==> src/rtl/mul_seq_pkg.sv <==
// Shared definitions for the sequential shift-add multiplier.
// Provides the state encoding and the W -> 2W operand extension helper.
package mul_seq_pkg;

  typedef enum logic [1:0] {
    S_IDLE = 2'd0,
    S_RUN  = 2'd1,
    S_DONE = 2'd2
  } state_t;

  // Extends the low w bits of v to 64 bits, by sign bit (sgn=1) or zeros.
  // Callers take the low 2W bits; supports operand widths up to 32.
  function automatic logic [63:0] ext_w(input logic [31:0] v, input int unsigned w,
                                        input logic sgn);
    logic [63:0] r;
    logic        fill;
    r    = {32'd0, v};
    fill = sgn & v[w-1];
    for (int i = 0; i < 64; i++) begin
      if (i >= int'(w)) r[i] = fill;
    end
    return r;
  endfunction

endpackage

==> src/rtl/mul_seq.sv <==
// Shift-add multiplier W x W -> 2W, one multiplier bit per clk; unsigned or signed.
// Latency: load edge + W step edges; start is ignored while busy (no other backpressure).
module mul_seq
  import mul_seq_pkg::*;
#(
  parameter int W  = 4,
  parameter int CW = $clog2(W + 1)
) (
  input  logic            clk,
  input  logic            rst,
  input  logic            start,
  input  logic            sgn,
  input  logic [W-1:0]    a,
  input  logic [W-1:0]    b,
  output logic [2*W-1:0]  ra,
  output logic [W-1:0]    rb,
  output logic [2*W-1:0]  ry,
  output logic [CW-1:0]   cnt,
  output logic            busy,
  output logic            done
);

  state_t          state_q, state_d;
  logic [2*W-1:0]  ra_q, ra_d;
  logic [W-1:0]    rb_q, rb_d;
  logic [2*W-1:0]  ry_q, ry_d;
  logic [CW-1:0]   cnt_q, cnt_d;
  logic            sgn_q, sgn_d;
  logic            busy_q, busy_d;
  logic            done_q, done_d;
  logic [63:0]     a_ext;
  logic            last_step;

  assign last_step = (cnt_q == CW'(W - 1));

  always_comb begin
    state_d = state_q;
    ra_d    = ra_q;
    rb_d    = rb_q;
    ry_d    = ry_q;
    cnt_d   = cnt_q;
    sgn_d   = sgn_q;
    busy_d  = busy_q;
    done_d  = done_q;
    a_ext   = ext_w(32'(a), W, sgn);

    case (state_q)
      S_IDLE, S_DONE: begin
        if (start) begin
          ra_d    = a_ext[2*W-1:0];
          rb_d    = b;
          ry_d    = '0;
          cnt_d   = '0;
          sgn_d   = sgn;
          state_d = S_RUN;
          busy_d  = 1'b1;
          done_d  = 1'b0;
        end
      end
      S_RUN: begin
        // The multiplier MSB carries negative weight in signed mode.
        if (rb_q[0]) begin
          if (last_step && sgn_q) ry_d = ry_q - ra_q;
          else                    ry_d = ry_q + ra_q;
        end
        ra_d  = ra_q << 1;
        rb_d  = rb_q >> 1;
        cnt_d = cnt_q + CW'(1);
        if (last_step) begin
          state_d = S_DONE;
          busy_d  = 1'b0;
          done_d  = 1'b1;
        end
      end
      default: begin
        state_d = S_IDLE;
        busy_d  = 1'b0;
        done_d  = 1'b0;
      end
    endcase
  end

  always_ff @(posedge clk) begin
    if (rst) begin
      state_q <= S_IDLE;
      ra_q    <= '0;
      rb_q    <= '0;
      ry_q    <= '0;
      cnt_q   <= '0;
      sgn_q   <= 1'b0;
      busy_q  <= 1'b0;
      done_q  <= 1'b0;
    end else begin
      state_q <= state_d;
      ra_q    <= ra_d;
      rb_q    <= rb_d;
      ry_q    <= ry_d;
      cnt_q   <= cnt_d;
      sgn_q   <= sgn_d;
      busy_q  <= busy_d;
      done_q  <= done_d;
    end
  end

  assign ra   = ra_q;
  assign rb   = rb_q;
  assign ry   = ry_q;
  assign cnt  = cnt_q;
  assign busy = busy_q;
  assign done = done_q;

endmodule

==> config.mk <==
export PLATFORM = sky130hd
export DESIGN_NAME = mul_seq
export DESIGN_NICKNAME = d
export VERILOG_FILES = /design/src/rtl/mul_seq_pkg.sv /design/src/rtl/mul_seq.sv
export SDC_FILE = /design/constraint.sdc
export NUM_CORES = 1
export LEC_CHECK = 0
export BUFFER_PORTS_ARGS = -buffer_cell sky130_fd_sc_hd__buf_2
export CAP_MARGIN = 10
export CORE_UTILIZATION = 52
export DETAILED_ROUTE_END_ITERATION = 12
export GPL_TIMING_DRIVEN = 0
export PLACE_DENSITY = 0.79
export SLEW_MARGIN = 30
export SYNTH_ARGS = -nofsm -noshare
export SYNTH_HDL_FRONTEND = slang
export SYNTH_SLANG_ARGS = --single-unit
==> constraint.sdc <==
create_clock -name clk -period 2.98 [get_ports clk]
set_input_delay 0.894 -clock clk [delete_from_list [all_inputs] [get_ports clk]]
set_output_delay 0.894 -clock clk [all_outputs]
set_load 0.01 [all_outputs]
==> results.json, run 1 <==
{
  "cp_data_required_time_ns": 3.25,
  "die_h_um": 54.70,
  "synth_flop_cell": "dfxtp_1",
  "clk_path_buf_depth": 2,
  "route.detailed.drc": 0,
  "setup_ws_ns": 0.2560,
  "initial_core_util": 0.5674,
  "num_rows": 18,
  "wl_met3_um": 134,
  "grt_antenna_before_repair": 0,
  "nNetsFinal": 237,
  "min_path_type": "flip-flop to flip-flop",
  "rrSetupSlack_ns": 0.26,
  "dieArea_mm2": 0.002992,
  "detailed_place_hpwl_mm": 2.610,
  "numCtsBuffers": 3,
  "yosysTopAreaCell": "dfxtp_1",
  "drive_gt1_frac": 0.1972,
  "rr_endpoint": "ry[7]",
  "synthArstFlopShare": 0,
  "grt.total_usage": 0.2583,
  "drt-initial-drc-count": 35,
  "drt-total-wl_mm": 3.424,
  "clkLatencyLatePin_ns": 0.33,
  "clockRootBuffer": "clkbuf_4",
  "end_kind": "flip-flop",
  "startpoint": "cnt[0]",
  "r2r-start": "cnt[0]",
  "yosys_warnings": 0,
  "tritoncts": "built",
  "area_growth_pct": 16.55,
  "clk_pin_slew_ns": 0.14,
  "cp_data_arrival_time_ns": 3.00,
  "r2r.worst_path.cells": 12,
  "crit_type": "flip-flop to flip-flop",
  "portBuffers": 35,
  "period_share": 0.9141,
  "die_w_um": 54.70,
  "critPathLaunchType": "flip-flop",
  "viasPerCell": 5.872,
  "synth_area_leaders": "dfxtp_1 37%, ha_1 8.7%, nor2_1 7.0%",
  "period_needed_ns": 2.724,
  "slew_viol_final": 0,
  "syn_nets": 197,
  "rsz0062_at_grt": "no",
  "tns_ns": 0,
  "synthDominantCellAreaShare": 0.3744,
  "met1_length_mm": 1.521,
  "place_congestion": 0.8407,
  "overflow": 0,
  "hold_depth": 2,
  "tightest_slew_ns": 0.5138,
  "yosysUniqueCellTypes": 35,
  "pre_cts_ws_ns": 0.2551,
  "drt_pass1_iterations": 4,
  "antennaDiodeCount": 0,
  "fmax_mhz": 367.1,
  "min_to": "ry[5]",
  "power_leakage_nw": 0.7623,
  "ctsHoldBuffers": 0,
  "postSynthAreaPerCell_um2": 8.298,
  "htree_levels": 1,
  "grt_pass1_wl_mm": 5.520,
  "io_pins": 37,
  "fin_worst_skew_ns": 0.004125,
  "final-hold-violation-count": 0,
  "num_vias": 1427,
  "core_area_mm2": 0.002545,
  "syn_inst": 174,
  "ant_nets": 0,
  "clock-sinks": 27,
  "syn_area_mm2": 0.001444,
  "ir_drop_mv": 0.3821,
  "ys_seq_area_frac": 0.3744,
  "top_layer_used": "met4",
  "ys_ff_latch": 27,
  "grt_max_degree": 15,
  "cts_setup_buffers": 0,
  "wl_per_cell_um": 14.09,
  "first_global_vias": 1257,
  "finalSetupViolCount": 0,
  "cp_max_fo": 6,
  "synth-edff-count": 0,
  "powerDensity_mw_per_mm2": 492.8,
  "min_from": "ry[5]",
  "ys_top_cells_by_count": "27 x dfxtp_1, 27 x nor2_1, 14 x a21oi_1",
  "wl_met2_mm": 1.739,
  "status": "complete, no violations",
  "drv_cap": 0,
  "ctsResizeCount": 0,
  "relSlewSlack": 0.6574
}
## worst max path at each step
stage	end	slack [ns]
2_1_floorplan	ry[7]	0.51
6_report	ry[7]	0.26
3_3_place_gp	ry[7]	0.33
4_1_cts	ry[7]	0.22
5_1_grt	ry[7]	0.06
3_5_place_dp	ry[6]	0.26
## critical path, stage by stage, from the launching register on
cell and delay (ns):
dfxtp_1 0.36, ha_1 0.20, ha_1 0.27, nand2_1 0.22, a21boi_1 0.23, xnor2_1 0.16, ha_1 0.31, a21o_1 0.18
a31o_2 0.20, a21oi_1 0.16, xnor2_1 0.14, nand3_1 0.11, a21oi_2 0.13
## registers in the layout, indices dropped and copies added (netlist names)
name / cells
ra: 8
ry: 8
rb: 4
cnt: 3
state_q: 2
busy: 1
sgn_q: 1
## area by class of cell
class	instances	area, um^2
repair buffers	35	175.2
plain buffers	9	35.03
flip-flops and latches	27	540.5
inverters	7	26.28
fillers	228	862.1
multi-input cells	131	842.1
well taps	30	37.54
clock buffers	4	26.28
## placed cells by master, fill, tap and decap left out, drive strengths merged
| cell | netlist | routed |
|---|---|---|
| and2 | 1 | 1 |
| o22ai | 5 | 5 |
| nor3b | 1 | 1 |
| a22oi | 9 | 9 |
| a21o | 2 | 2 |
| nand2b | 3 | 3 |
| o21ai | 3 | 3 |
| buf | 1 | 36 |
| xnor2 | 8 | 8 |
| a31oi | 5 | 5 |
| nor2b | 4 | 4 |
| nand4b | 1 | 1 |
| dfxtp | 27 | 27 |
| inv | 7 | 7 |
| a21boi | 1 | 1 |
| nand2 | 9 | 9 |
| nand3b | 1 | 1 |
| a31o | 1 | 1 |
| nor3 | 5 | 5 |
| ha | 10 | 10 |
| nor2 | 27 | 27 |
| or4 | 1 | 1 |
| o32a | 1 | 1 |
| o31ai | 2 | 2 |
| fa | 1 | 1 |
| a21oi | 15 | 15 |
| and4 | 1 | 1 |
| a311oi | 1 | 1 |
| clkbuf | 8 | 12 |
| or3 | 1 | 1 |
| nand3 | 7 | 7 |
| xor2 | 4 | 4 |
| a211oi | 1 | 1 |
## power by group
group | switching (mW) | internal (mW) | leakage [nW] | total (mW)
combinational | 0.147 | 0.114 | 0.527 | 0.261
sequential | 0.0250 | 0.382 | 0.221 | 0.407
clock | 0.109 | 0.0525 | 0.0150 | 0.162
## kinds of logic (layout without fill, tap and decap cells)
| kind of cell | count (synthesis) | in the layout | synth area share |
|---|---|---|---|
| buffers and inverters | 16 | 55 | 0.04246 |
| adders and majority gates | 11 | 11 | 0.1005 |
| DFF | 27 | 27 | 0.3744 |
| AOI/OAI and AO/OA | 46 | 46 | 0.2080 |
| and+or+nand+nor | 62 | 62 | 0.2019 |
| xor gates and xnor gates | 12 | 12 | 0.07279 |
## metrics by stage
step           hold slack [ns]    util  power (mW)  cell area (um^2)  cells
2_1_floorplan           0.4633       -      0.6020              1444    174
5_1_grt                 0.5384  0.6613      0.8770              1683    243
3_5_place_dp            0.4951  0.6509      0.6712              1657    239
6_report                0.5126  0.6613      0.8292              1683    243
3_3_place_gp            0.4758  0.6509      0.6577              1657    239
4_1_cts                 0.5142  0.6613      0.8297              1683    243
## per-layer routing
| layer | global-route usage | vias up |
|---|---|---|
| met1 | 0.3127 | 684 |
| met4 | 0.08547 | 0 |
| met5 | 0 | - |
| met2 | 0.4578 | 41 |
| met3 | 0.03889 | 4 |
| li1 | - | 698 |
No activity file was read; power rests on OpenSTA's default activity.
==> run 2, diff against run 1 <==
--- a/config.mk
+++ b/config.mk
@@ -7,10 +7,12 @@
 export LEC_CHECK = 0
 export BUFFER_PORTS_ARGS = -buffer_cell sky130_fd_sc_hd__buf_2
 export CAP_MARGIN = 10
-export CORE_UTILIZATION = 52
+export CELL_PAD_IN_SITES_DETAIL_PLACEMENT = 0
+export CELL_PAD_IN_SITES_GLOBAL_PLACEMENT = 2
+export CORE_UTILIZATION = 32
 export DETAILED_ROUTE_END_ITERATION = 12
 export GPL_TIMING_DRIVEN = 0
-export PLACE_DENSITY = 0.79
+export PLACE_DENSITY_LB_ADDON = 0.1
 export SLEW_MARGIN = 30
 export SYNTH_ARGS = -nofsm -noshare
 export SYNTH_HDL_FRONTEND = slang
==> constraint.sdc (replaced) <==
create_clock -name clk -period 3.5 [get_ports clk]
set_input_delay 1.05 -clock clk [delete_from_list [all_inputs] [get_ports clk]]
set_output_delay 1.05 -clock clk [all_outputs]
set_load 0.01 [all_outputs]
==> results.json, run 2 (synthesis gave the netlist of run 1 again) <==
{
  "hold_depth": 2,
  "pre_cts_ws_ns": 0.7799,
  "clock-sinks": 27,
  "area_growth_pct": 19.76,
  "layout_commonest_cell": "buf_2",
  "min_path_type": "flip-flop to flip-flop",
  "ir_drop_mv": 0.1325,
  "rr_endpoint": "ry[7]",
  "wl_per_cell_um": 14.52,
  "ctsHoldBuffers": 0,
  "mostFrequentLayoutCells": "36 x buf_2, 27 x nor2_1, 27 x dfxtp_1",
  "status": "complete, no violations",
  "period_needed_ns": 2.705,
  "clk_path_buf_depth": 2,
  "slew_viol_final": 0,
  "htree_levels": 1,
  "fin_worst_skew_ns": 0.004241,
  "cp_max_fo": 6,
  "powerDensity_mw_per_mm2": 436.3,
  "overflow": 0,
  "min_from": "ry[5]",
  "period_share": 0.7728,
  "die_h_um": 69.17,
  "tightest_slew_ns": 0.5978,
  "grt_antenna_before_repair": 0,
  "ant_nets": 0,
  "die_w_um": 69.17,
  "antennaDiodeCount": 0,
  "wl_met2_mm": 1.850,
  "fmax_mhz": 369.7,
  "drt-total-wl_mm": 3.848,
  "detailed_place_hpwl_mm": 2.859,
  "io_pins": 37,
  "min_to": "ry[5]",
  "num_vias": 1369,
  "clk_pin_slew_ns": 0.10,
  "drt_pass1_iterations": 4,
  "route.detailed.drc": 0,
  "grt.total_usage": 0.1642,
  "place_congestion": 0.8040,
  "grt_max_degree": 15,
  "cp_data_required_time_ns": 3.72,
  "nNetsFinal": 237,
  "drt-initial-drc-count": 38,
  "crit_type": "flip-flop to flip-flop",
  "tns_ns": 0,
  "finalSetupViolCount": 0,
  "initial_core_util": 0.3316,
  "ctsResizeCount": 0,
  "r2r.worst_path.cells": 12,
  "nFillCells": 478,
  "setup_ws_ns": 0.7953,
  "wl_met3_um": 92,
  "critPathLaunchType": "flip-flop",
  "top_layer_used": "met4",
  "num_rows": 24,
  "numCtsBuffers": 3,
  "rrSetupSlack_ns": 0.80,
  "power_leakage_nw": 0.7700,
  "first_global_vias": 1341,
  "clkLatencyLatePin_ns": 0.28,
  "drive_gt1_frac": 0.1972,
  "r2r-start": "cnt[0]",
  "cp_data_arrival_time_ns": 2.92,
  "portBuffers": 35,
  "cts_setup_buffers": 0,
  "clockRootBuffer": "clkbuf_8",
  "drv_cap": 0,
  "tritoncts": "built",
  "end_kind": "flip-flop",
  "relSlewSlack": 0.6015,
  "dieArea_mm2": 0.004784,
  "final-hold-violation-count": 0,
  "viasPerCell": 5.166,
  "rsz0062_at_grt": "no",
  "core_area_mm2": 0.004354,
  "met1_length_mm": 1.885,
  "grt_pass1_wl_mm": 6.313
}
==> run 2: cell counts in the layout (fill, tap and decap cells not counted) <==
No cell type changed its count.
==> run 2: layout make-up <==
type                       count  area, um^2  share of cell area
inverter                       7       26.28             0.01520
multi-input combinational    131       842.1              0.4870
buffer                         9       35.03             0.02026
clock buffer                   4       45.04             0.02605
timing repair buffer          35       175.2              0.1013
sequential                    27       540.5              0.3126
tap                           52       65.06             0.03763
==> run 2: through the flow <==
stage / cells / area (um^2) / utilization / hold slack [ns] / power, mW
finish: 265 / 1729 / 0.3971 / 0.4987 / 0.7544
global route: 265 / 1729 / 0.3971 / 0.5473 / 0.8062
CTS: 265 / 1729 / 0.3971 / 0.5065 / 0.7638
detailed placement: 261 / 1684 / 0.3868 / 0.4917 / 0.5760
global placement: 261 / 1684 / 0.3868 / 0.4783 / 0.5687
floorplan: 174 / 1444 / - / 0.4633 / 0.5125
==> run 2: where the power goes <==
part / switching [mW] / internal (mW) / leakage, nW / total (mW)
sequential: 0.0215 / 0.325 / 0.221 / 0.346
combinational: 0.125 / 0.0964 / 0.527 / 0.221
clock: 0.105 / 0.0818 / 0.0228 / 0.187
==> run 2: critical path, cell delays in order, from the launching register on <==
cell and delay (ns):
dfxtp_1 0.35, ha_1 0.21, ha_1 0.26, nand2_1 0.21, a21boi_0 0.25, xnor2_1 0.16, ha_1 0.30, a21o_1 0.17
a31o_2 0.20, a21oi_1 0.17, xnor2_1 0.14, nand3_1 0.11, a21oi_2 0.12
==> run 2: layer usage <==
metal / track usage / up-vias
li1: - / 696
met4: 0.04308 / 0
met5: 0 / -
met1: 0.2045 / 643
met2: 0.2934 / 28
met3: 0.02471 / 2
==> run 2: worst max-delay path by stage <==
stage,from,to,slack [ns],depth (start not counted)
3_3_place_gp,cnt[0],ry[7],0.81,12
3_5_place_dp,cnt[0],ry[6],0.78,11
4_1_cts,cnt[0],ry[7],0.77,12
2_1_floorplan,cnt[0],ry[7],1.03,12
5_1_grt,cnt[0],ry[6],0.52,11
6_report,cnt[0],ry[7],0.80,12
